$ cat src/rtl/float_type_stats_pkg.sv
// Shared definitions for the float-class statistics block: one-hot class
// codes (the classifier uses the same values), FSM states and result selects.
package float_type_stats_pkg;

    localparam int NUM_CLASSES = 5;

    localparam logic [4:0] FT_ZERO      = 5'b00001;
    localparam logic [4:0] FT_NORMAL    = 5'b00010;
    localparam logic [4:0] FT_SUBNORMAL = 5'b00100;
    localparam logic [4:0] FT_INF       = 5'b01000;
    localparam logic [4:0] FT_NAN       = 5'b10000;

    typedef enum logic [1:0] {
        ST_IDLE    = 2'd0,
        ST_COLLECT = 2'd1,
        ST_REPORT  = 2'd2
    } state_t;

    localparam logic [2:0] RD_ZERO      = 3'd0;
    localparam logic [2:0] RD_NORMAL    = 3'd1;
    localparam logic [2:0] RD_SUBNORMAL = 3'd2;
    localparam logic [2:0] RD_INF       = 3'd3;
    localparam logic [2:0] RD_NAN       = 3'd4;
    localparam logic [2:0] RD_ERR       = 3'd5;
    localparam logic [2:0] RD_SAMPLE    = 3'd6;

endpackage

$ cat src/rtl/float_type_stats_sat_counter.sv
// Saturating up-counter with synchronous clear; sticks at all-ones.
module float_type_stats_sat_counter #(
    parameter int W = 16
) (
    input  logic         clk,
    input  logic         reset,
    input  logic         clr,
    input  logic         inc,
    output logic [W-1:0] cnt
);

    // Count up on inc until all-ones; clear has priority over increment.
    // NOTE: sequential state uses non-blocking assignments so every flop samples pre-edge values.
    always_ff @(posedge clk or posedge reset) begin
        if (reset) begin
            cnt <= '0;
        end else if (clr) begin
            cnt <= '0;
        end else if (inc && (cnt != '1)) begin
            cnt <= cnt + W'(1);
        end
    end

endmodule

$ cat src/rtl/float_type_stats.sv
// Per-frame tally of IEEE-754 class codes from the float classifier stream,
// with malformed-code counting and first-NaN capture.
module float_type_stats
    import float_type_stats_pkg::*;
#(
    parameter int CNT_W     = 16,
    parameter int FRAME_LEN = 16
) (
    input  logic             clk,
    input  logic             reset,
    input  logic             start,
    input  logic             in_valid,
    output logic             in_ready,
    input  logic [31:0]      num,
    input  logic [4:0]       float_type,
    output logic             busy,
    output logic             done,
    input  logic [2:0]       rd_sel,
    output logic [CNT_W-1:0] rd_data,
    output logic             nan_seen,
    output logic [31:0]      first_nan
);

    localparam int SW = $clog2(FRAME_LEN + 1);
    localparam logic [SW-1:0] LAST_IDX = SW'(FRAME_LEN - 1);

    state_t           state;
    logic [SW-1:0]    sample_cnt;
    logic [CNT_W-1:0] class_cnt [NUM_CLASSES];
    logic [CNT_W-1:0] err_cnt;
    logic [CNT_W-1:0] sample_ext;
    logic             accept;
    logic             clr;
    logic             legal;

    assign in_ready = (state == ST_COLLECT);
    assign busy     = (state == ST_COLLECT);
    assign done     = (state == ST_REPORT);
    assign accept   = in_valid && (state == ST_COLLECT);
    assign clr      = start && (state == ST_IDLE);
    assign legal    = $onehot(float_type);

    // Frame sequencing: IDLE waits for start, COLLECT counts accepts, REPORT lasts one cycle.
    always_ff @(posedge clk or posedge reset) begin
        if (reset) begin
            state <= ST_IDLE;
        end else begin
            case (state)
                ST_IDLE:    if (start) state <= ST_COLLECT;
                ST_COLLECT: if (accept && (sample_cnt == LAST_IDX)) state <= ST_REPORT;
                ST_REPORT:  state <= ST_IDLE;
                default:    state <= ST_IDLE;
            endcase
        end
    end

    // Samples accepted in the current frame; frame length bounds it, so no saturation.
    always_ff @(posedge clk or posedge reset) begin
        if (reset) begin
            sample_cnt <= '0;
        end else if (clr) begin
            sample_cnt <= '0;
        end else if (accept) begin
            sample_cnt <= sample_cnt + SW'(1);
        end
    end

    // Latch the operand of the first NaN accepted in the frame.
    always_ff @(posedge clk or posedge reset) begin
        if (reset) begin
            nan_seen  <= 1'b0;
            first_nan <= '0;
        end else if (clr) begin
            nan_seen  <= 1'b0;
            first_nan <= '0;
        end else if (accept && (float_type == FT_NAN) && !nan_seen) begin
            nan_seen  <= 1'b1;
            first_nan <= num;
        end
    end

    // One saturating counter per class; a class counts only on its exact one-hot code.
    for (genvar i = 0; i < NUM_CLASSES; i++) begin : g_class
        localparam logic [4:0] CODE = 5'(1 << i);
        float_type_stats_sat_counter #(.W(CNT_W)) u_cnt (
            .clk   (clk),
            .reset (reset),
            .clr   (clr),
            .inc   (accept && (float_type == CODE)),
            .cnt   (class_cnt[i])
        );
    end

    float_type_stats_sat_counter #(.W(CNT_W)) u_err_cnt (
        .clk   (clk),
        .reset (reset),
        .clr   (clr),
        .inc   (accept && !legal),
        .cnt   (err_cnt)
    );

    // Fit sample_cnt into the result width: zero-extend or keep the low bits.
    if (SW >= CNT_W) begin : g_trunc
        assign sample_ext = sample_cnt[CNT_W-1:0];
    end else begin : g_ext
        assign sample_ext = {{(CNT_W - SW){1'b0}}, sample_cnt};
    end

    // Result read-back mux, combinational from rd_sel.
    // NOTE: default assignment first so no path leaves rd_data unassigned (no latch).
    always_comb begin
        rd_data = '0;
        case (rd_sel)
            RD_ZERO:      rd_data = class_cnt[0];
            RD_NORMAL:    rd_data = class_cnt[1];
            RD_SUBNORMAL: rd_data = class_cnt[2];
            RD_INF:       rd_data = class_cnt[3];
            RD_NAN:       rd_data = class_cnt[4];
            RD_ERR:       rd_data = err_cnt;
            RD_SAMPLE:    rd_data = sample_ext;
            default:      rd_data = '0;
        endcase
    end

endmodule
$ cat config.mk
export PLATFORM = sky130hd
export DESIGN_NAME = float_type_stats
export DESIGN_NICKNAME = d
export VERILOG_FILES = /design/src/rtl/float_type_stats_pkg.sv /design/src/rtl/float_type_stats_sat_counter.sv /design/src/rtl/float_type_stats.sv
export SDC_FILE = /design/constraint.sdc
export NUM_CORES = 1
export LEC_CHECK = 0
export BUFFER_PORTS_ARGS = -buffer_cell sky130_fd_sc_hd__buf_2
export CAP_MARGIN = 30
export CELL_PAD_IN_SITES_DETAIL_PLACEMENT = 1
export CELL_PAD_IN_SITES_GLOBAL_PLACEMENT = 2
export CORE_MARGIN = 4
export CORE_UTILIZATION = 36
export CTS_CLUSTER_DIAMETER = 50
export CTS_CLUSTER_SIZE = 10
export DETAILED_ROUTE_END_ITERATION = 6
export GPL_TIMING_DRIVEN = 0
export HOLD_SLACK_MARGIN = 0.03
export PLACE_DENSITY = 0.79
export SLEW_MARGIN = 10
export SYNTH_ARGS = -nofsm -noshare
export SYNTH_HDL_FRONTEND = slang
export SYNTH_SLANG_ARGS = --single-unit
$ cat constraint.sdc
create_clock -name clk -period 4.9 [get_ports clk]
set_input_delay 0 -clock clk [delete_from_list [all_inputs] [get_ports clk]]
set_output_delay 0 -clock clk [all_outputs]
set_load 0.05 [all_outputs]
## Word level (Yosys, flattened, before mapping)

Cells that the tools add are included.

- Logic and storage cells: 95
- Bits of input ports: 44
- Flip-flop bits (word level): 136
- Output and inout port bits: 52

- Multiplexer cells: 22
- Add/subtract/negate cells: 11
- Reductions and logical operators: 29
- Eq/ne operators: 23

Operators by type and width:

| kind | count |
|---|---|
| two-way mux 16 bit | 12 |
| case mux 16 bit (7 select lines) | 1 |
| adder 16 x 1 -> 16 bit, second input constant | 6 |
| != test 16 bit, second input constant | 6 |
| two-way mux 32 bit | 2 |
| logical AND 1 bit | 16 |
| nonzero test 2 bit | 8 |
| == test 5 x 4 -> 1 bit, second input constant | 2 |
| two-way mux 5 bit | 2 |
| == test 3 bit, second input constant | 3 |
| == test 3 x 1 -> 1 bit, second input constant | 2 |
| == test 3 x 2 -> 1 bit, second input constant | 2 |
| adder 5 x 1 -> 5 bit, second input constant | 1 |
| == test 5 x 1 -> 1 bit, second input constant | 1 |
| == test 5 x 2 -> 1 bit, second input constant | 1 |
| == test 5 x 3 -> 1 bit, second input constant | 1 |
| == test 5 bit, second input constant | 1 |
| adder 1 x 1 -> 2 bit | 2 |
| two-way mux 2 bit | 2 |
| case mux 2 bit (2 select lines) | 1 |
| adder 2 x 2 -> 3 bit | 1 |
| adder 3 x 1 -> 3 bit | 1 |
| logical NOT 3 bit | 1 |
| == test 2 x 1 -> 1 bit, second input constant | 1 |
| other kinds (7) | 9 |

## Longest topological paths before layout

- Word-level depth: 9
- Depth in mapped cells: 11
- Depth with buffers taken out: 10

## Cells and area by module

Synthesis repeated with hierarchy kept, for this count alone.

- Cells, all modules: 931
- Area total of the unflattened synthesis: 8543.2 um2

By module, submodules not included:

| module | sequential area each (um2) | area each (um2) | cells an instance | times used |
|---|---|---|---|---|
| float_type_stats_sat_counter | 400.4 | 932.1 | 101 | 6 |
| float_type_stats | 1001.0 | 2950.3 | 325 | 1 |

## Worst setup path after synthesis

No wires, ideal clock.

- Kind: input to register
- From: in float_type[0]
- To: reg u_err_cnt.cnt[11]
- Buffers on the path: 1
- Required time: 4774 ps
- Arrival time: 2433 ps
- Setup time: 126 ps
- Stages: 11
- Setup slack: 2342 ps
- Cell sequence: inv_1 fa_1 inv_1 fa_1 ha_1 nand2b_1 o21ai_1 a21o_1 clkbuf_1 nor3_1 a221o_1

- Longest elaborated chain between the ends: 8

RTL lines:

| what | RTL line | source |
|---|---|---|
| start: declaration | float_type_stats.sv:15 | `input logic [4:0] float_type,` |
| adder 1 x 1 -> 2 bit (implied by the code) | float_type_stats.sv:41 | `assign legal = $onehot(float_type);` |
| adder 2 x 2 -> 3 bit (implied by the code) | float_type_stats.sv:41 |  |
| adder 3 x 1 -> 3 bit (implied by the code) | float_type_stats.sv:41 |  |
| == test 3 x 1 -> 1 bit | float_type_stats.sv:41 |  |
| logical NOT 1 bit | float_type_stats.sv:98 | `.inc (accept && !legal),` |
| logical AND 1 bit | float_type_stats.sv:98 |  |
| logical AND 1 bit | float_type_stats_sat_counter.sv:19 | `end else if (inc && (cnt != '1)) begin` |
| nonzero test 2 bit (no line) | -- |  |
| end signal: assignment | float_type_stats_sat_counter.sv:20 | `cnt <= cnt + W'(1);` |
| end: declaration | float_type_stats_sat_counter.sv:9 | `output logic [W-1:0] cnt` |

No other way between the ends.
A chain may end at the register's enable or synchronous reset.

## Worst setup path in the final report

- From: reg g_class[2].u_cnt.cnt[1]
- To: reg g_class[2].u_cnt.cnt[9]

- Longest elaborated chain between the ends: 3
- Elaborated cells on any way between the ends: 6
- Those cells by class: 1 x add/sub; 1 x eq/ne; 2 x mux; 2 x reduce/logical

RTL lines:

| what | RTL line |
|---|---|
| start: declaration | float_type_stats_sat_counter.sv:9 |
| start signal: assignment | float_type_stats_sat_counter.sv:20 |
| adder 16 x 1 -> 16 bit / != test 16 bit (equally long branches) | float_type_stats_sat_counter.sv:20, float_type_stats_sat_counter.sv:19 |
| two-way mux 16 bit / logical AND 1 bit (equally long branches) | float_type_stats_sat_counter.sv:19 |
| two-way mux 16 bit / nonzero test 2 bit (equally long branches) | -- |

Several ways; a longest one is shown, not always the timed one. The select of a mux whose other input is x is not followed.

==> key figures <==
STA
  • Crit share post-route: 0.593
  • Setup violators final: 0
  • Fmax: 344 MHz
  • RSZ-0062 raised after global routing: no
  • Final Hold Violating Endpoints: 0
  • Worst-margin pin slew: 0.893 ns
  • Setup tns final: 0 ns
  • Post-layout min period: 2.91 ns
  • Max_slew headroom: 0.400
  • Slew Viols, Final: 0
  • Clock skew: 0.0116 ns

GRT
  • Met3 Use GR: 0.0455
  • First-pass GRT wire length: 43.7 mm
  • M2 GR Usage: 0.366
  • Met1 Use GR: 0.322
  • Aggregate global-route resource usage: 0.229
  • Largest net degree at the start of global routing: 94
  • GR peak layer: met2
  • Remaining Overflow, GRT: 0
  • Number of global-route vias before repair: 7,559
  • Initial antenna violation count: 0

Clock network
  • Root Buffer: clkbuf_16
  • TritonCTS clock tree: built
  • Max clock buf depth: 2
  • Worst-Skew Late Latency: 0.43 ns
  • Clk sink count: 136
  • H-tree depth: 4
  • Post CTS Setup Buffer Count: 0
  • Clock slew seen by the registers of the worst setup and hold paths: 0.07 ns
  • CTS buffer count: 17

Routing
  • DR iter-0 viols: 404
  • Via density: 5.56
  • TritonRoute pass-1 iters: 5
  • Vias: 7,380
  • Detail Route Antenna Nets: 0
  • Total wire length: 27.0 mm
  • Avg WL per Cell: 20.3 um
  • DR DRC count: 0

Final layout
  • Layout cells sized above 1: 0.150
  • Ant diodes: 0
  • Layout Nets: 1,098
  • Post-layout util: 0.455
  • Area grow syn2layout: 22.8%
  • Design Area, Final: 0.00968 sq mm

Synthesis
  • Post-synth EDFFs: 0
  • Post-synth cell types: 60
  • Sequential area share after synthesis: 0.432
  • Register bit total from synthesis: 136
  • Synth async-reset ratio: 1.00
  • Synth cell count leaders: nand2_1, dfrtp_1, o21ai_0
  • Post-Syn Area: 0.00788 sq mm
  • Synthesized area per cell: 8.83 sq um
  • Post-Synthesis Cells: 893
  • Synth Flop Type: dfrtp_1
  • Post-synth top area cell: dfrtp_1
  • Top post-synthesis cells by area: dfrtp_1, nand2_1, o21ai_0
  • Top-count cell post-synth: nand2_1
  • Yosys top cell area share: 0.432
  • Net Count, Synth: 951
  • Synth warnings: 0

Outcome
  • Status: finished, final reports clean

Die
  • Die area: 0.0243 sq mm
  • Die width: 156 um
  • Site Rows: 53
  • Die Span Y: 156 um
  • Initial Util: 0.370
  • Core area: 0.0213 sq mm
  • I/O pin count: 96

Worst setup path
  • Worst path bufs/invs: 1
  • Crit path largest cell delay: 0.87 ns
  • CP Launch Type: flip-flop
  • Crit-path slowest cell: nor4_2
  • Worst path cell trace: ha_1, nand4_1, nor4_2, or2_2, buf_2, nor3_1, a221o_1
  • Setup crit end kind: flip-flop
  • CP Depth: 7
  • Critical path arrival: 3.22 ns
  • Worst-path maximum fanout: 10
  • Crit path required time: 5.21 ns
  • CP delay by family, top: simple AND/OR/NAND/NOR gates
  • Critical path class: flip-flop to flip-flop
  • Worst R2R Path Depth: 7

Power and ir drop
  • Power per cell area: 372 mW/mm^2
  • Maximum vdd drop: 0.219 mV
  • Leak pwr: 4.29 nW

Worst hold path
  • HP Class: input port to async pin

Place
  • DP Area: 0.00873 sq mm
  • PortBufs: 93
  • Routability Congestion: 0.857
  • DP Wirelength: 19.7 mm

Flow run
  • Max cap viols: 0
[repair_timing]
item	4_1_cts	5_1_grt
endpoints found under the hold margin	164	0
gates resized for setup	0	0
hold buffers	34	0
[cell type report]
class | instances | area (sq um)
repair buffers | 128 | 833
clock inverters | 14 | 188
flip-flops and latches | 136 | 3400
well taps | 275 | 344
plain buffers | 49 | 193
fillers | 2502 | 11600
inverters | 19 | 78.8
multi-input cells | 689 | 4210
clock buffers | 17 | 425
[final timing paths]
| kind | from | slack (ns) | end |
|---|---|---|---|
| max reg2reg | g_class[2].u_cnt.cnt[1] | 1.99 | g_class[2].u_cnt.cnt[9] |
| max in group asynchronous | reset | 4.01 | u_err_cnt.cnt[0] |
| min in group clk | float_type[4] | 0.28 | g_class[4].u_cnt.cnt[10] |
| max | g_class[2].u_cnt.cnt[1] | 1.99 | g_class[2].u_cnt.cnt[9] |
| min reg2reg | first_nan[31] | 0.52 | first_nan[31] |
| min | reset | 0.1 | first_nan[8] |
[flip-flops by register name, summed over array words and instances (netlist names)]
register and flops:
first_nan 32, g_class.u_cnt.cnt 80, nan_seen 1, sample_cnt 5, state 2, u_err_cnt.cnt 16
[tightest hold or removal path, cell delays in order]
cell and delay, ns:
dlygate4sd3_1 0.53, buf_2 0.15, inv_8 0.24
[cells by family (layout without fill, tap and decap cells)]
kind of cell,count (synthesis),after routing,synth area share
buffers and inverters,68,227,0.0335
muxes,45,45,0.0710
adders and majority gates,14,14,0.0241
DFF,136,136,0.432
AOI/OAI and AO/OA,159,159,0.124
and+or+nand+nor,433,433,0.274
xor gates and xnor gates,38,38,0.0422
[routing by layer]
| metal | vias up | part of all wire |
|---|---|---|
| met5 | - | 0 |
| met4 | 0 | 0.015 |
| met3 | 21 | 0.046 |
| met2 | 147 | 0.47 |
| met1 | 3681 | 0.47 |
| li1 | 3531 | - |
[power by group]
group	switching, W	total [W]	internal, W
Combinational	0.000619	0.000841	0.000222
Clock	0.000560	0.00137	0.000814
Sequential	0.000140	0.00139	0.00125
[through the flow]
step | worst slack, ns | hold slack [ns] | total power, W | instances
final | 1.99 | 0.0986 | 0.00360 | 1327
after global routing | 1.82 | 0.140 | 0.00378 | 1327
after CTS | 1.99 | 0.100 | 0.00364 | 1327
after detailed placement | 1.63 | 0.0187 | 0.00223 | 1262
after global placement | -0.786 | 0.201 | 0.00221 | 1261
after floorplan | 1.26 | 0.117 | 0.00193 | 893
[cells in the final DEF, fill, tap and decap left out, drive strengths merged, types with 4 or more instances in the layout]
cell,n
a211o,7
a21o,6
a21oi,18
a221o,5
a31oi,8
and2,5
and3,22
and4,7
buf,102
clkbuf,58
dfrtp,136
dlygate4sd3,34
ha,12
inv,26
mux2,7
mux2i,30
mux4,8
nand2,140
nand2b,5
nand3,64
nand4,30
nor2,64
nor2b,6
nor3,37
nor3b,4
nor4,24
o211ai,4
o21a,4
o21ai,77
o22ai,8
o31ai,7
or2,7
or3,6
or4,5
xnor2,32
xor2,6
No activity file was read; power rests on OpenSTA's default activity.
